==> src/rtl/alu_pipe.sv <==
// alu_pipe: handshaked WIDTH-bit ALU with logic, add/sub, compares, shifts and optional multiply.
// Latency: single-cycle ops register at the accept edge; MUL takes WIDTH further cycles.
// Backpressure: in_ready drops while a MUL iterates or while a result waits on out_ready.
// Optional multiplier is compiled in when ALU_PIPE_MUL_EN is defined.
module alu_pipe #(
    parameter int WIDTH = 32
) (
    input  logic             clk,
    input  logic             rst_n,
    input  logic             in_valid,
    output logic             in_ready,
    input  logic [WIDTH-1:0] src1,
    input  logic [WIDTH-1:0] src2,
    input  logic [3:0]       ALU_control,
    output logic             out_valid,
    input  logic             out_ready,
    output logic [WIDTH-1:0] result,
    output logic             zero,
    output logic             cout,
    output logic             overflow,
    output logic             err
);

    localparam int SHW = $clog2(WIDTH);

    localparam logic [3:0] OP_AND  = 4'b0000;
    localparam logic [3:0] OP_OR   = 4'b0001;
    localparam logic [3:0] OP_ADD  = 4'b0010;
    localparam logic [3:0] OP_SUB  = 4'b0110;
    localparam logic [3:0] OP_SLT  = 4'b0111;
    localparam logic [3:0] OP_NOR  = 4'b1100;
    localparam logic [3:0] OP_SLTU = 4'b1000;
    localparam logic [3:0] OP_SLL  = 4'b1001;
    localparam logic [3:0] OP_SRL  = 4'b1010;
    localparam logic [3:0] OP_SRA  = 4'b1011;
`ifdef ALU_PIPE_MUL_EN
    localparam logic [3:0] OP_MUL  = 4'b1101;
`endif

`ifdef ALU_PIPE_MUL_EN
    typedef enum logic [1:0] {
        S_IDLE = 2'd0,
        S_MUL  = 2'd1,
        S_OUT  = 2'd2
    } state_t;
`else
    typedef enum logic [1:0] {
        S_IDLE = 2'd0,
        S_OUT  = 2'd2
    } state_t;
`endif

    state_t state;

    logic             accept;
    logic [SHW-1:0]   shamt;
    logic [WIDTH:0]   sum_add;
    logic [WIDTH:0]   sum_sub;
    logic [WIDTH-1:0] alu_res;
    logic             alu_cout;
    logic             alu_ovf;
    logic             alu_err;

`ifdef ALU_PIPE_MUL_EN
    logic               is_mul;
    logic [WIDTH-1:0]   mcand;
    logic [2*WIDTH-1:0] acc;
    logic [SHW-1:0]     cnt;
    logic [WIDTH:0]     psum;
    logic [2*WIDTH-1:0] acc_nxt;

    // One shift-add step: add the multiplicand into the upper half when the
    // current multiplier bit (acc[0]) is set, then shift the whole thing right.
    assign psum    = {1'b0, acc[2*WIDTH-1:WIDTH]} + (acc[0] ? {1'b0, mcand} : '0);
    assign acc_nxt = {psum, acc[WIDTH-1:1]};
`endif

    // Ready when idle, or when the held result is being taken this cycle.
    assign in_ready = (state == S_IDLE) || ((state == S_OUT) && out_ready);
    assign accept   = in_valid && in_ready;

    assign shamt   = src2[SHW-1:0];
    assign sum_add = {1'b0, src1} + {1'b0, src2};
    // Subtract as src1 + ~src2 + 1 so the carry reads as "no borrow".
    assign sum_sub = {1'b0, src1} + {1'b0, ~src2} + {{WIDTH{1'b0}}, 1'b1};

    // Single-cycle datapath: result and flags for the operation on the inputs.
    always_comb begin
        alu_res  = '0;
        alu_cout = 1'b0;
        alu_ovf  = 1'b0;
        alu_err  = 1'b0;
`ifdef ALU_PIPE_MUL_EN
        is_mul   = 1'b0;
`endif
        case (ALU_control)
            OP_AND:  alu_res = src1 & src2;
            OP_OR:   alu_res = src1 | src2;
            OP_NOR:  alu_res = ~(src1 | src2);
            OP_ADD: begin
                alu_res  = sum_add[WIDTH-1:0];
                alu_cout = sum_add[WIDTH];
                alu_ovf  = (src1[WIDTH-1] == src2[WIDTH-1]) &&
                           (sum_add[WIDTH-1] != src1[WIDTH-1]);
            end
            OP_SUB: begin
                alu_res  = sum_sub[WIDTH-1:0];
                alu_cout = sum_sub[WIDTH];
                alu_ovf  = (src1[WIDTH-1] != src2[WIDTH-1]) &&
                           (sum_sub[WIDTH-1] != src1[WIDTH-1]);
            end
            OP_SLT:  alu_res = {{(WIDTH-1){1'b0}}, ($signed(src1) < $signed(src2))};
            OP_SLTU: alu_res = {{(WIDTH-1){1'b0}}, (src1 < src2)};
            OP_SLL:  alu_res = src1 << shamt;
            OP_SRL:  alu_res = src1 >> shamt;
            OP_SRA:  alu_res = $signed(src1) >>> shamt;
`ifdef ALU_PIPE_MUL_EN
            OP_MUL:  is_mul = 1'b1;
`endif
            default: alu_err = 1'b1;
        endcase
    end

    // Control FSM plus registered result/flags; flags always move with result.
    always_ff @(posedge clk or negedge rst_n) begin
        if (!rst_n) begin
            state     <= S_IDLE;
            out_valid <= 1'b0;
            result    <= '0;
            zero      <= 1'b0;
            cout      <= 1'b0;
            overflow  <= 1'b0;
            err       <= 1'b0;
`ifdef ALU_PIPE_MUL_EN
            mcand     <= '0;
            acc       <= '0;
            cnt       <= '0;
`endif
        end else if (accept) begin
`ifdef ALU_PIPE_MUL_EN
            if (is_mul) begin
                mcand     <= src1;
                acc       <= {{WIDTH{1'b0}}, src2};
                cnt       <= '0;
                state     <= S_MUL;
                out_valid <= 1'b0;
            end else
`endif
            begin
                result    <= alu_res;
                zero      <= (alu_res == '0);
                cout      <= alu_cout;
                overflow  <= alu_ovf;
                err       <= alu_err;
                state     <= S_OUT;
                out_valid <= 1'b1;
            end
        end else begin
            case (state)
`ifdef ALU_PIPE_MUL_EN
                S_MUL: begin
                    acc <= acc_nxt;
                    cnt <= cnt + 1'b1;
                    if (cnt == SHW'(WIDTH-1)) begin
                        result    <= acc_nxt[WIDTH-1:0];
                        zero      <= (acc_nxt[WIDTH-1:0] == '0);
                        cout      <= 1'b0;
                        overflow  <= |acc_nxt[2*WIDTH-1:WIDTH];
                        err       <= 1'b0;
                        state     <= S_OUT;
                        out_valid <= 1'b1;
                    end
                end
`endif
                S_OUT: begin
                    if (out_ready) begin
                        state     <= S_IDLE;
                        out_valid <= 1'b0;
                    end
                end
                default: ;
            endcase
        end
    end

endmodule
==> config.mk <==
export PLATFORM = sky130hd
export DESIGN_NAME = alu_pipe
export DESIGN_NICKNAME = d
export VERILOG_FILES = /design/src/rtl/alu_pipe.sv
export SDC_FILE = /design/constraint.sdc
export NUM_CORES = 1
export LEC_CHECK = 0
export BUFFER_PORTS_ARGS = -buffer_cell sky130_fd_sc_hd__buf_2
export CORE_MARGIN = 2
export CORE_UTILIZATION = 45
export DETAILED_ROUTE_END_ITERATION = 16
export GPL_TIMING_DRIVEN = 1
export PLACE_DENSITY = 0.61
export SLEW_MARGIN = 15
export SYNTH_ARGS = -nofsm -noshare
export SYNTH_HDL_FRONTEND = slang
export SYNTH_SLANG_ARGS = --single-unit
==> constraint.sdc <==
create_clock -name clk -period 6.13 [get_ports clk]
set_input_delay 1.226 -clock clk [delete_from_list [all_inputs] [get_ports clk]]
set_output_delay 1.226 -clock clk [all_outputs]
set_load 0.05 [all_outputs]
==> metrics.md, run 1 <==
| Metric | Value |
|---|---|
| Worst Hold End | result[28]$_DFFE_PN0P_ |
| Worst-Skew Late Latency | 0.29 ns |
| Buf+Inv Stages, Crit Path | 3 |
| Top post-synthesis cells by area | ha_1 (11%), mux4_2 (8.6%), dfrtp_1 (7.9%) |
| Synth cell count leaders | nand2_1 (137), nor2_1 (118), ha_1 (100), a21oi_1 (98), inv_1 (97) |
| Post-route ant nets | 0 |
| Post-CTS Setup Repair Bufs | 0 |
| Fill cells | approximately 2,700 |
| R2r endpoint | zero$_DFFE_PN0P_ |
| Setup_tns | 0 ns |
| Vias in the first global route | 12,700 |
| TritonRoute pass-1 iters | 6 |
| Final setup fails | 0 |
| Max Fanout on Critical Path | 22 |
| Hold wc startpoint | result[28]$_DFFE_PN0P_ |
| Reg2reg start | out_valid$_DFFE_PN0P_ |
| Routed wire length | roughly 59 mm |
| Area grow syn2layout | 8.19% |
| Power Total | 1.86 mW |
| Post-synth EDFFs | 0 |
| Clock Skew | 0.00334 ns |
| Status | completed |
| Cell Area, Synth | 11,700 um2 |
| GR Overflow Total | 0 |
| Crit Path Class | input pin to flip-flop |
| Iter 0 DRT Violations | 1,883 |
| Fin crit period | 5.68 ns |
| CTS Buffer Depth | 2 |
| Antenna violations before repair | 1 |
| Fraction of layout instances using a drive strength above 1 | 0.175 |
| FF+latch count, synth | 37 |
| Syn Inst Count | 1,583 |
| Setup crit end kind | flip-flop |
| Warnings from Yosys | 0 |
| Gp weighted congestion | 1.03 |
| Pin count of the biggest net entering global routing | 60 |
| WP data required | 6.36 ns |
| # H-tree levels | 2 |
| Rel. slew slack | 0.275 |
| Storage cell area | 926 um2 |
| Hold buffer count at cts | 0 |
| Worst Hold Class | flip-flop to flip-flop |
| Delay-heaviest family, CP | compound AO/OA/AOI/OAI gates |
| Global-route wire length before repair | 85.4 mm |
| Initial Util | 0.454 |
| Yosys top cell area share | 0.107 |
| Reg2reg setup slack | ~2.4 ns |
| Achievable Freq | about 0.18 GHz |
| Max-slew violations | 0 |
| Buffers added on ports | 109 |
| CTS tree | done |
| Final nets | between 1,500 and 2,000 |
| Vias | ~14,000 |
| Crit-path most repeated cell | buf_4 |
| Synth area leader | ha_1 |
| Ratio of final minimum period to clock period | 0.926 |
| Multi-input gate area | 9900 um2 |
| Syn avg cell area | 7.41 um2 |
| Die Y | 165 um |
| Mapped Nets | between 1,500 and 2,000 |
| Total GRT Usage | 0.423 |
| Worst EP arrival | 5.91 ns |
| Max VDD drop | 0.182 mV |
| Max cap viols | 0 |
| Root Buffer | clkbuf_16 |
| CP cell instances | buf_4, inv_2, ha_1, o21bai_1, a2111oi_0, buf_4, o41ai_1, o31ai_1, a31oi_1, or3b_1, a311o_1, nand3b_1, nor4_1, a32o_2 |
| RSZ-0062 raised after global routing | false |
| Hpwl dp | ~47 mm |
| Core ar. | 25,800 um2 |
| Final Instance Area | 12,700 um2 |
| Worst path max stage delay | 0.84 ns |
| Die footprint | 27,400 um2 |
| Die width | 165 um |
| Slowest stage cell on the critical path | a2111oi_0 |
| Final hold violations | 0 |
| Clock transition at path regs | around 0.06 ns |
| Startpoint types | input pin |
| Site Rows | 59 |
| Routed vias/inst | 7.21 |
| Leakage | between 5 and 6 nW |
| Worst hold path cell count | 2 |
| Cells on worst reg2reg path | 11 |
| Sequential cell area fraction in the yosys report | 0.0790 |
| Cell variety after synth | 88 |
| Slew @ Worst Pin | 1.08 ns |
| Area after DPL | 12,500 um2 |
| Post_cts resized | 0 |
| DRC Markers | 0 |
| Async set-reset flop share out of synthesis | 1.00 |
| WL/cell | 30.1 um |
| IO Count | 110 |
| PD cells | 147 nW/um2 |
| Main flop type after synthesis | dfrtp_1 |
| Total CTS buffers | 5 |
| Count leader, synth | nand2_1 |
| Total clock sinks | 37 |
## metal layers
metal  up-vias  track usage  share of wire
met4         0        0.162          0.048
met3       153       0.0862           0.11
li1       6115            -              -
met1      6815        0.589           0.41
met2       982        0.644           0.43
met5         -            0              0
## stage by stage
step	setup WS, ns	utilization	std cells	hold slack (ns)
final	0.451	0.491	1951	0.470
after detailed placement	0.549	0.485	1942	0.466
after global routing	0.446	0.491	1950	0.503
after CTS	0.833	0.491	1950	0.478
after floorplan	0.800	-	1583	0.745
after global placement	0.623	0.485	1942	0.459
## worst max path at each step
stage	startpoint	to	slack [ns]	cells after the start
6_report	src2[2]	zero$_DFFE_PN0P_	0.45	14
3_3_place_gp	src2[1]	zero$_DFFE_PN0P_	0.62	14
5_1_grt	src2[2]	zero$_DFFE_PN0P_	0.45	14
4_1_cts	src2[1]	zero$_DFFE_PN0P_	0.83	14
2_1_floorplan	src2[2]	zero$_DFFE_PN0P_	0.80	16
3_5_place_dp	src2[1]	zero$_DFFE_PN0P_	0.55	14
## logic make-up (layout without fill, tap and decap cells)
kind of cell,after synthesis,in the layout,share of synthesized area
simple gates,532,532,0.229
compound gates,516,516,0.308
buf+inv,232,264,0.0797
mux,156,156,0.189
fa+ha+maj,102,102,0.110
flops,37,37,0.0790
xor+xnor,8,8,0.00598
other cells,0,1,0
## where the power goes
part	total, mW	leakage, nW	switching, mW	internal [mW]
clock network	0.254	0.0706	0.105	0.149
registers	0.308	0.463	0.0206	0.287
logic	1.30	4.91	0.886	0.412
total	1.86	5.45	1.01	0.849
## state kept, by name, summed over array words and instances (netlist names)
| signal | cells |
|---|---|
| cout | 1 |
| out_valid | 1 |
| result | 32 |
| err | 1 |
| overflow | 1 |
| zero | 1 |
## placed cells by master, fill, tap and decap left out, types with 8 or more instances in the layout
cell / instances
a221oi_1: 17
or3_1: 11
o31ai_1: 18
o2111ai_1: 15
and2_1: 19
mux2_2: 39
o21ai_0: 88
o211ai_1: 31
and3_1: 12
ha_1: 100
dfrtp_1: 37
o21bai_1: 9
or2_2: 11
a21o_1: 20
nand2b_1: 17
a22oi_1: 22
nand2_1: 137
buf_4: 46
nor2_1: 118
mux4_2: 45
a31oi_1: 19
a211oi_1: 18
a2111oi_0: 13
nor4_1: 18
nand4_1: 20
a221o_1: 10
o22ai_1: 24
mux2i_1: 69
o211a_1: 8
inv_1: 97
nor2b_1: 21
o221ai_1: 9
nor3_1: 50
nand3_1: 49
buf_2: 107
a21oi_1: 98
o21a_1: 14
## final cells by class
cell class	instances	area share
Tap cell	335	0.0330
Inverter	101	0.0299
Timing Repair Buffer	155	0.0726
Antenna cell	1	0.000197
Multi-Input combinational cell	1314	0.780
Clock inverter	2	0.000789
Sequential cell	37	0.0730
Clock buffer	6	0.0102
## worst register-to-register path, cell delays in order (launching register included)
cell       delay (ns)
dfrtp_1          0.39
nand2b_1         0.18
nand2_1          0.08
buf_4            0.25
a2111oi_0        0.42
o2111ai_1        0.16
or3_1            0.48
nor4_1           0.32
nand4_1          0.17
or4_1            0.60
nor4_1           0.42
a32o_2           0.24
Power figures use the tool's default switching activity.
==> inputs of run 2 (changes only) <==
==> constraint.sdc (replaced) <==
create_clock -name clk -period 7 [get_ports clk]
set_input_delay 1.4 -clock clk [delete_from_list [all_inputs] [get_ports clk]]
set_output_delay 1.4 -clock clk [all_outputs]
set_load 0.05 [all_outputs]
==> metrics.md, run 2 (same netlist as run 1, synthesis figures left out) <==
| Metric | Value |
|---|---|
| Biggest register | result |
| Util after Layout | 0.488 |
| CP cell instances | buf_4, inv_2, ha_1, o21bai_1, a2111oi_0, buf_4, o41ai_1, or3_1, xnor2_1, a221oi_1, nand4_1, or4_1, nor4_1, a32o_2 |
| Die width | 165 um |
| Post-route ant nets | 0 |
| Rel. slew slack | 0.317 |
| Initial Util | 0.454 |
| Final nets | ~1,800 |
| Slowest stage cell on the critical path | a2111oi_0 |
| Slew @ Worst Pin | 0.999 ns |
| PD cells | 132 nW/um2 |
| Final setup fails | 0 |
| Antenna violations before repair | 1 |
| CTS Buffer Depth | 2 |
| Total clock sinks | 37 |
| Total GRT Usage | 0.438 |
| Gp weighted congestion | approximately 1.1 |
| IO Count | 110 |
| Post-place setup slack | 1.09 ns |
| Max-slew violations | 0 |
| Max cap viols | 0 |
| Worst Hold Class | flip-flop to flip-flop |
| Die Y | 165 um |
| Delay-heaviest family, CP | compound AO/OA/AOI/OAI gates |
| CTS tree | done |
| # H-tree levels | 2 |
| Final worst setup slack | 1.18 ns |
| Iter 0 DRT Violations | 2,381 |
| Routed wire length | 60.8 mm |
| WL/cell | 31.3 um |
| Clock transition at path regs | roughly 0.060 ns |
| Clock Skew | 0.00155 ns |
| Setup crit end kind | flip-flop |
| Fin crit period | 5.82 ns |
| Total CTS buffers | 5 |
| Vias | 14,400 |
| Global-route wire length before repair | around 90 mm |
| Worst EP arrival | between 6 and 7 ns |
| Max reg flops | 32 |
| Leakage | 5.40 nW |
| Buf+Inv Stages, Crit Path | 3 |
| Status | completed |
| Root Buffer | clkbuf_16 |
| WP data required | between 7 and 8 ns |
| Max VDD drop | roughly 0.16 mV |
| Post_cts resized | 0 |
| Crit-path most repeated cell | buf_4 |
| Fraction of layout instances using a drive strength above 1 | 0.170 |
| Post-CTS Setup Repair Bufs | 0 |
| Achievable Freq | 0.172 GHz |
| Hold buffer count at cts | 0 |
| Area grow syn2layout | 7.59% |
| Crit Path Class | input pin to flip-flop |
| Buffers added on ports | 109 |
| Ratio of final minimum period to clock period | 0.832 |
| Max Fanout on Critical Path | 19 |
| Final hold violations | 0 |
| GR Overflow Total | 0 |
| Vias in the first global route | 13,100 |
| Startpoint types | input pin |
| Core ar. | 25,800 um2 |
| Power Total | between 1.5 and 2 mW |
| Most common cell after layout, fill and taps aside | nand2_1 |
| TritonRoute pass-1 iters | 6 |
| Pin count of the biggest net entering global routing | just under 90 |
| Worst path max stage delay | between 0.8 and 0.9 ns |
| Routed vias/inst | 7.41 |
| Setup_tns | 0 ns |
| Worst-Skew Late Latency | roughly 0.29 ns |
| RSZ-0062 raised after global routing | false |
| Site Rows | slightly below 60 |
| Die footprint | 27,400 um2 |
| DRC Markers | 0 |
| Hpwl dp | 47.7 mm |
| Commonest cells after routing, fill and taps aside | nand2_1 (137), nor2_1 (118), buf_2 (107) |
run 2: cell count changes in the layout (fill, tap and decap cells not counted), sizes merged:
cell    before  now
clkbuf       6    7
buf        155  144
clkinv       3    2
run 2: stage by stage:
step / hold WS [ns] / instance area [um2] / cells
after floorplan: 0.745 / 11700 / 1583
after global placement: 0.454 / 12500 / 1931
after detailed placement: 0.457 / 12500 / 1931
after CTS: 0.471 / 12600 / 1939
after global routing: 0.509 / 12600 / 1939
final: 0.468 / 12600 / 1940
run 2: area by class of cell:
| class | count | area, um2 |
|---|---|---|
| diodes | 1 | 2.50 |
| clock buffers | 7 | 153 |
| clock inverters | 1 | 5.00 |
| fillers | 2681 | 13200 |
| inverters | 101 | 379 |
| multi-input cells | 1314 | 9900 |
| flip-flops and latches | 37 | 926 |
| well taps | 335 | 419 |
| repair buffers | 144 | 826 |
run 2: worst reg2reg max path: stages (launching register included):
cell       delay [ns]
dfrtp_1          0.37
nand2b_1         0.14
nand2_1          0.07
buf_4            0.25
a2111oi_0        0.62
o2111ai_1        0.19
or3_1            0.42
nor4_1           0.40
nand4_1          0.19
or4_1            0.64
nor4_1           0.34
a32o_2           0.21
run 2: final timing paths:
kind / start / end / slack (ns) / depth (start not counted)
max: src2[2] / zero$_DFFE_PN0P_ / 1.18 / 14
max reg2reg: out_valid$_DFFE_PN0P_ / zero$_DFFE_PN0P_ / 3.09 / 11
min: result[26]$_DFFE_PN0P_ / result[26]$_DFFE_PN0P_ / 0.47 / 2
min in group asynchronous: rst_n / result[26]$_DFFE_PN0P_ / 1.21 / 1
max in group asynchronous: rst_n / result[4]$_DFFE_PN0P_ / 5.25 / 1
min reg2reg: result[26]$_DFFE_PN0P_ / result[26]$_DFFE_PN0P_ / 0.47 / 2
run 2: per-layer routing:
layer  share of wire  GRT usage  vias up  wire length, um
met4           0.058      0.187        0             3550
met2            0.43      0.670     1152            25900
met3            0.12      0.109      255             7490
li1                -          -     6096                -
met1            0.39      0.587     6863            23800
met5               0          0        -                0
run 2: power by group:
group	internal (mW)	switching [mW]
registers	0.251	0.0241
logic	0.356	0.789
clock network	0.151	0.0910
total	0.758	0.905
